===== config.mk =====
export PLATFORM = sky130hd
export DESIGN_NAME = otter_fetch_queue
export DESIGN_NICKNAME = d
export VERILOG_FILES = /design/src/rtl/otter_fetch_queue.sv
export SDC_FILE = /design/constraint.sdc
export NUM_CORES = 1
export LEC_CHECK = 0
export ABC_AREA = 1
export BUFFER_PORTS_ARGS = -buffer_cell sky130_fd_sc_hd__buf_2
export CORE_AREA = 2 2 230 187
export CTS_BUF_LIST = sky130_fd_sc_hd__clkbuf_16
export CTS_CLUSTER_DIAMETER = 100
export DETAILED_ROUTE_END_ITERATION = 7
export DIE_AREA = 0 0 232 189
export PLACE_DENSITY = 0.67
export RECOVER_POWER = 50
export SLEW_MARGIN = 30
export SYNTH_ARGS = -nofsm -noshare
export SYNTH_HDL_FRONTEND = slang
export SYNTH_SLANG_ARGS = --single-unit

===== constraint.sdc =====
create_clock -name CLK -period 4.9 [get_ports CLK]
set_input_delay 0.49 -clock CLK [delete_from_list [all_inputs] [get_ports CLK]]
set_output_delay 0.49 -clock CLK [all_outputs]
set_load 0.03 [all_outputs]

===== src/rtl/otter_fetch_queue.sv =====
// OTTER instruction-fetch front end: owns the fetch PC, issues word reads
// and buffers {pc, instr} in a small FIFO drained by decode.
module otter_fetch_queue #(
  parameter int          DEPTH     = 4,
  parameter int          ADDR_W    = 14,
  parameter logic [31:0] RESET_VEC = 32'h0000_0000
) (
  input  logic                       CLK,
  input  logic                       RST_N,
  input  logic                       REDIRECT,
  input  logic [31:0]                REDIRECT_PC,
  output logic                       MEM_RDEN1,
  output logic [ADDR_W-1:0]          MEM_ADDR1,
  input  logic [31:0]                MEM_DOUT1,
  output logic                       ID_VALID,
  input  logic                       ID_READY,
  output logic [31:0]                ID_PC,
  output logic [31:0]                ID_NPC,
  output logic [31:0]                ID_INSTR,
  output logic [$clog2(DEPTH+1)-1:0] COUNT
);

  localparam int PW = $clog2(DEPTH);
  localparam int CW = $clog2(DEPTH+1);
  localparam logic [CW:0]   DEPTH_C = (CW+1)'(DEPTH);
  localparam logic [CW-1:0] FULL    = CW'(DEPTH);

  logic [31:0]   fetch_pc;
  logic          inflight;
  logic [31:0]   inflight_pc;
  logic [31:0]   pc_q    [DEPTH];
  logic [31:0]   instr_q [DEPTH];
  logic [PW-1:0] rd_ptr;
  logic [PW-1:0] wr_ptr;
  logic [CW-1:0] count;

  logic          pop;
  logic          push;
  logic          issue;
  logic [CW:0]   occ;
  logic          unused_bits;

  assign unused_bits = ^REDIRECT_PC[1:0];

  assign pop  = (count != '0) & ID_READY;
  assign push = inflight & ~REDIRECT;

  // credit counts the read in flight so a response always has a slot
  assign occ = {1'b0, count}
             + (CW+1)'(inflight)
             - (CW+1)'(pop);

  assign issue     = RST_N & ~REDIRECT & (occ < DEPTH_C);
  assign MEM_RDEN1 = issue;
  assign MEM_ADDR1 = fetch_pc[ADDR_W+1:2];

  assign ID_VALID = (count != '0);
  assign ID_PC    = pc_q[rd_ptr];
  assign ID_NPC   = ID_PC + 32'd4;
  assign ID_INSTR = instr_q[rd_ptr];
  assign COUNT    = count;

  always_ff @(posedge CLK or negedge RST_N) begin
    if (!RST_N) begin
      fetch_pc    <= RESET_VEC;
      inflight    <= 1'b0;
      inflight_pc <= '0;
      rd_ptr      <= '0;
      wr_ptr      <= '0;
      count       <= '0;
      for (int i = 0; i < DEPTH; i++) begin
        pc_q[i]    <= '0;
        instr_q[i] <= '0;
      end
    end else if (REDIRECT) begin
      fetch_pc <= {REDIRECT_PC[31:2], 2'b00};
      inflight <= 1'b0;
      rd_ptr   <= '0;
      wr_ptr   <= '0;
      count    <= '0;
    end else begin
      assert (!(push && !pop && count == FULL));
      inflight <= issue;
      if (issue) begin
        fetch_pc    <= fetch_pc + 32'd4;
        inflight_pc <= fetch_pc;
      end
      if (push) begin
        pc_q[wr_ptr]    <= inflight_pc;
        instr_q[wr_ptr] <= MEM_DOUT1;
        wr_ptr          <= wr_ptr + PW'(1);
      end
      if (pop) begin
        rd_ptr <= rd_ptr + PW'(1);
      end
      count <= count + CW'(push) - CW'(pop);
    end
  end

endmodule

==> results.cfg, run 1 <==
[clock_tree]
cts_max_level = 2
cts_tree = built
cts_sinks = 316
clkLatencyLatePin_ns = 0.54
cts_buffer_depth = 3
clk_pin_slew_ns = 0.06
cts_made_buffers = 36
cts-resized-gates = 0
cts-root-buf = clkbuf_16
post_cts_buffers = 0

[timing]
min_period_ns = 4.32
worst_pin_slew_ns = 2.82
fin_setup_tns_ns = 0
slew_viol_final = 237
finalCritPeriodShare = 0.881
fmaxAchievable_mhz = 232
rsz0062_at_grt = false
slew_headroom = -0.877
finalSetupViolCount = 0
hold_viol_final = 0
fin_worst_skew_ns = 0.0239
fin_ws_ns = 0.585

[pwr]
peakVddDrop_mv = 0.253
p_switching_mw = 4.72
pwr_density_cell_mw_per_mm2 = 583
pwr-share-clk = 0.257
internal-power_mw = 6.01
power.leakage_nw = 9.11
p_seq_frac = 0.341
comb_power_share = 0.403
switching_share = 0.440

[synth]
yosysWarnings = 0
synth-seq-cells = 316
synth_edf_count = 0
dominantRegCellSynth = dfrtp_1
syn_area_per_cell_um2 = 7.47
yosys-top-cells-area = dfrtp_1, nand2_1, o21ai_0
async_reset_ff_frac = 1.00
synth_area_mm2 = 0.0161
synthCells = 2150
seq_area_frac_synth = 0.493
synth_largest_area_cell = dfrtp_1
synth.top_cell.area_share = 0.493
synth_cell_type_count = 34

[setup_path]
worst-path-buf-inv = 2
crit_path_max_fanout = 73
slowest_stage = dfrtp_4
path_class = reg2out
crit_required_ns = 4.41
crit_path_frequent_cell = nor2_1
critPathCaptureType = output pin
crit_family = simple AND/OR/NAND/NOR gates
crit_arrival_ns = 3.83
crit_path_start_kind = flip-flop
cpPeakStageDelay_ns = 0.77
r2r_start = COUNT[1]$_DFF_PN0_
startpoint = rd_ptr[0]$_DFFE_PN0P_
crit_chain = inv_4, nor2_1, nor2_1, o21ai_0, nand2_1, ha_1, nand2_1, nor2_1, nand2_2, nor2_4, xor2_1, buf_2

[cells_and_area]
design_area_mm2 = 0.0184
fin_nets = 2333
layout_commonest_cell = nand2_1
final_cell_mix = nand2_1, o21ai_0, dfrtp_1, inv_1, nor2_1
fillCellCount = 4178
area_growth_pct = 14.6
drive_above_1_share = 0.116

[grt]
grt_max_degree = 109
grt_pass1_wl_mm = 72.6
grt_pass1_vias = 13300
gr-total-overflow = 0
grt_use_total = 0.207
antenna_found_initial = 2

[status]
violations = max-capacitance violations, max-slew violations
status = finished with violations

[die]
initial_core_util = 0.387
die_area_mm2 = 0.0438
die_x_um = 232
fp.coreArea_mm2 = 0.0415
die-height_um = 189
std_cell_rows = 67
num_io_pins = 183

[routing]
vias = 14500
vias_per_cell = 5.12
drt_pass1_iterations = 5
drtIter0Drc = 1438
routed_wl_mm = 45.7
drc = 0
ant_nets = 0
wire_per_inst_um = 16.1

[place]
place_ws_ns = 1.17
gp_congestion = 0.901
place_area_mm2 = 0.0172
portBuffers = 176
hpwlAfterDp_mm = 30.0

[hold_path]
holdCritPathClass = in2reg
hold_path.startpoint = REDIRECT_PC[3]

[run]
cap_viol_max_count = 3
worst register-to-register path: cells and delay by family (launching register included):
kind,cells,cell delay [ns]
AOI/OAI and AO/OA,1,0.18
adders and majority gates,2,0.46
buffers and inverters,4,0.87
DFF,1,0.44
and+or+nand+nor,8,1.20
per-stage QoR:
step           utilization  instances  hold WS, ns  power (mW)
6_report             0.443       2832        0.168        10.7
5_1_grt              0.443       2832        0.156        11.4
4_1_cts              0.445       2831        0.149        10.8
3_5_place_dp         0.415       2766        0.409        8.03
3_3_place_gp         0.414       2765        0.404        7.92
2_1_floorplan            -       2153        0.194        6.65
worst paths after layout:
| path | to | cells after the start | slack [ns] |
|---|---|---|---|
| min in group asynchronous | instr_q[15]$_DFFE_PN0P_ | 2 | 0.45 |
| setup reg to reg | inflight_pc[2]$_DFFE_PN0P_ | 15 | 1.65 |
| hold / removal | fetch_pc[3]$_DFFE_PN0P_ | 3 | 0.17 |
| setup / recovery | ID_NPC[14] | 12 | 0.58 |
| hold reg to reg | instr_q[42]$_DFFE_PN0P_ | 2 | 0.48 |
| max in group asynchronous | rd_ptr[0]$_DFFE_PN0P_ | 3 | 1.08 |
power groups by stage:
| stage | clock network, mW | logic [mW] | registers [mW] |
|---|---|---|---|
| detailed placement | 0 | 4.34 | 3.69 |
| finish | 2.75 | 4.32 | 3.65 |
| floorplan | 0 | 3.13 | 3.52 |
| CTS | 2.82 | 4.36 | 3.65 |
| global placement | 0 | 4.26 | 3.66 |
| global route | 2.93 | 4.75 | 3.73 |
routing by layer:
layer | wire [um] | global-route usage
met1 | 21800 | 0.307
met2 | 20500 | 0.321
met3 | 2660 | 0.0310
met4 | 703 | 0.0444
met5 | 13 | 0
state kept, by name, summed over array words and instances, names as in the netlist:
name,cells
wr_ptr,2
inflight_pc,30
instr_q,128
pc_q,120
rd_ptr,2
inflight,1
COUNT,3
fetch_pc,30
cells in the mapped netlist, types with 10 or more instances:
master	instances
ha_1	11
nor2_1	159
a21oi_1	19
inv_1	156
nor3_1	10
buf_2	26
buf_4	20
nand2_1	752
nand3_1	119
nand4_1	24
nor2_2	11
o21ai_0	356
clkbuf_1	76
nand2_2	10
dfrtp_1	316
o22ai_1	32
xor2_1	18
cell type report:
cell class | instances | area, um^2 | share of cell area
Timing Repair Buffer | 198 | 1060 | 0.0576
Sequential cell | 316 | 7910 | 0.430
Clock inverter | 26 | 258 | 0.0140
Clock buffer | 38 | 951 | 0.0517
Tap cell | 552 | 691 | 0.0375
Inverter | 157 | 592 | 0.0322
Multi-Input combinational cell | 1544 | 6940 | 0.377
Antenna cell | 1 | 2.50 | 0.000136
cells by family after synthesis:
kind of cell,Yosys count,share of synthesized area
fa+ha+maj,12,0.00982
flops,316,0.493
compound gates,418,0.134
buf+inv,293,0.0786
other cells,1,0.000234
simple gates,1091,0.274
xor+xnor,19,0.0104
what timing repair did:
action | in CTS | in global routing
hold endpoints to repair | 41 | 0
hold buffers | 1 | 0
setup endpoints to repair | 0 | 0
(Power assumes the default switching activity.)
==> inputs of run 2 (changes only) <==
==> constraint.sdc (replaced) <==
create_clock -name CLK -period 4.9 [get_ports CLK]
set_input_delay 0.245 -clock CLK [delete_from_list [all_inputs] [get_ports CLK]]
set_output_delay 0.245 -clock CLK [all_outputs]
set_load 0.03 [all_outputs]
==> run 2 against run 1 <==
  * The run still ends with max-capacitance violations, max-slew violations left
  * Critical path depth down 1
  * Maximum frequency rose by 4.5%
  * Total power decreased by 2.2%
  * Global-route usage about the same
  * First-iteration DRC count is 4.1% lower
  * Die area did not move
  * Design area rose by 0.39%
  * Worst setup slack gained 0.19 ns
  * Flip-flop and latch count stayed put
  * Combinational power hardly changed
  * Routed wire length down 0.85%
  * Critical path type unchanged
==> results.cfg, run 2 (synthesized netlist as in run 1, its figures left out) <==
[clock_tree]
cts_buffer_depth = 3
cts-resized-gates = 0
clkLatencyLatePin_ns = 0.52
cts_sinks = 316
cts_tree = built
cts-root-buf = clkbuf_16
cts_max_level = 2
cts_made_buffers = 36
clk_pin_slew_ns = 0.07
post_cts_buffers = 0

[routing]
ant_nets = 0
drtIter0Drc = 1379
drt_pass1_iterations = 5
wire_per_inst_um = 15.9
vias_per_cell = 5.13
drc = 0
routed_wl_mm = 45.3
vias = 14600

[place]
place_area_mm2 = 0.0171
dp.cells = 2759
portBuffers = 176
gp_congestion = 0.889
place_ws_ns = 1.37
hpwlAfterDp_mm = 28.8

[setup_path]
crit_path_max_fanout = 34
crit_chain = inv_2, nor2_1, o21ai_1, nand2_1, ha_1, nand2_1, nor2_1, nand2_2, nor2_4, xor2_1, buf_2
crit_family = simple AND/OR/NAND/NOR gates
r2r_cells = 5
crit_path_start_kind = flip-flop
worst-path-stages = 11
critPathCaptureType = output pin
rrSetupSlack_ns = 1.52
path_class = reg2out
cpPeakStageDelay_ns = 0.86
r2r_start = inflight$_DFF_PN0_
worst-path-buf-inv = 2
setup.worst_path.end = ID_NPC[12]
startpoint = rd_ptr[1]$_DFFE_PN0P_
slowest_stage = dfrtp_2
crit_arrival_ns = 3.88
r2r-end = instr_q[6]$_DFFE_PN0P_
crit_required_ns = 4.66

[grt]
gr-total-overflow = 0
grt_max_degree = 154
grt_pass1_wl_mm = 72.8
grt_use_total = 0.207
grt_pass1_vias = 13600
antenna_found_initial = 3

[pwr]
power.total_mw = 10.5
peakVddDrop_mv = 0.332
power.leakage_nw = 9.08
pwr_density_cell_mw_per_mm2 = 568

[timing]
rsz0062_at_grt = false
worst_pin_slew_ns = 2.29
finalSetupViolCount = 0
slew_headroom = -0.531
fin_worst_skew_ns = 0.0186
fmaxAchievable_mhz = 242
min_period_ns = 4.13
hold_viol_final = 0
fin_setup_tns_ns = 0
slew_viol_final = 410
finalCritPeriodShare = 0.843
fin_ws_ns = 0.770

[status]
status = finished with violations
violations = max-capacitance violations, max-slew violations

[cells_and_area]
layout_commonest_cell = nand2_1
top_regs = instr_q x128, pc_q x120
area_growth_pct = 15.1
drive_above_1_share = 0.109
regMostFlops = instr_q
final_cell_mix = nand2_1, o21ai_0, dfrtp_1, inv_1
fin_nets = 2354
design_area_mm2 = 0.0185
final_cells = 2853
largest_reg_flops = 128

[die]
num_io_pins = 183
std_cell_rows = 67
initial_core_util = 0.387
die_x_um = 232
die_area_mm2 = 0.0438
die-height_um = 189
fp.coreArea_mm2 = 0.0415

[run]
cap_viol_max_count = 5

[hold_path]
holdCritPathClass = in2reg
[run 2: cell types whose count changed in the layout (fill, tap and decap cells not counted), sizes merged]
cell | before | now
clkinvlp | 1 | 2
inv | 165 | 167
bufinv | 5 | 2
diode | 1 | 2
buf | 175 | 171
clkbuf | 60 | 56
dlygate4sd3 | 1 | 29
[run 2: routing by layer]
| layer | global-route usage | routed length (um) |
|---|---|---|
| met1 | 0.305 | 21300 |
| met2 | 0.315 | 19900 |
| met3 | 0.0331 | 3070 |
| met4 | 0.0567 | 1030 |
| met5 | 0 | 0 |
[run 2: area by class of cell]
class,instances,area (um^2)
Fill cell,4147,23000
Sequential cell,316,7910
Multi-Input combinational cell,1544,6910
Timing Repair Buffer,219,1260
Clock buffer,37,926
Tap cell,552,691
Inverter,157,592
Clock inverter,26,178
Antenna cell,2,5.00
[run 2: where the power goes]
part | internal (mW) | switching, mW | leakage (nW)
combinational | 1.14 | 3.17 | 4.31
sequential | 3.21 | 0.441 | 4.20
clock | 1.47 | 1.07 | 0.567
[run 2: how the worst min path moves through the flow]
stage          cells past startpoint             from                        to  slack (ns)
6_report                           3   REDIRECT_PC[8]   fetch_pc[8]$_DFFE_PN0P_        0.02
5_1_grt                            3  REDIRECT_PC[21]  fetch_pc[21]$_DFFE_PN0P_        0.03
4_1_cts                            3   REDIRECT_PC[8]   fetch_pc[8]$_DFFE_PN0P_       0.003
3_5_place_dp                       1            RST_N   instr_q[15]$_DFFE_PN0P_        0.35
3_3_place_gp                       1            RST_N   instr_q[79]$_DFFE_PN0P_        0.35
2_1_floorplan                      0            RST_N        COUNT[0]$_DFF_PN0_       -0.05
[run 2: repair_timing]
item                                    4_1_cts  5_1_grt
hold buffers                                 29        0
endpoints found under the hold margin       130        0
endpoints found under the setup margin        0        0
[run 2: tightest hold or removal path: stages]
cell and delay, ns:
buf_2 0.08, a21oi_1 0.05, o21ai_0 0.13
[run 2: per-stage QoR]
stage | utilization | hold WS [ns]
after floorplan | - | -0.0506
after global placement | 0.413 | 0.348
after detailed placement | 0.413 | 0.353
after CTS | 0.447 | 0.00255
after global routing | 0.445 | 0.0253
final | 0.445 | 0.0222
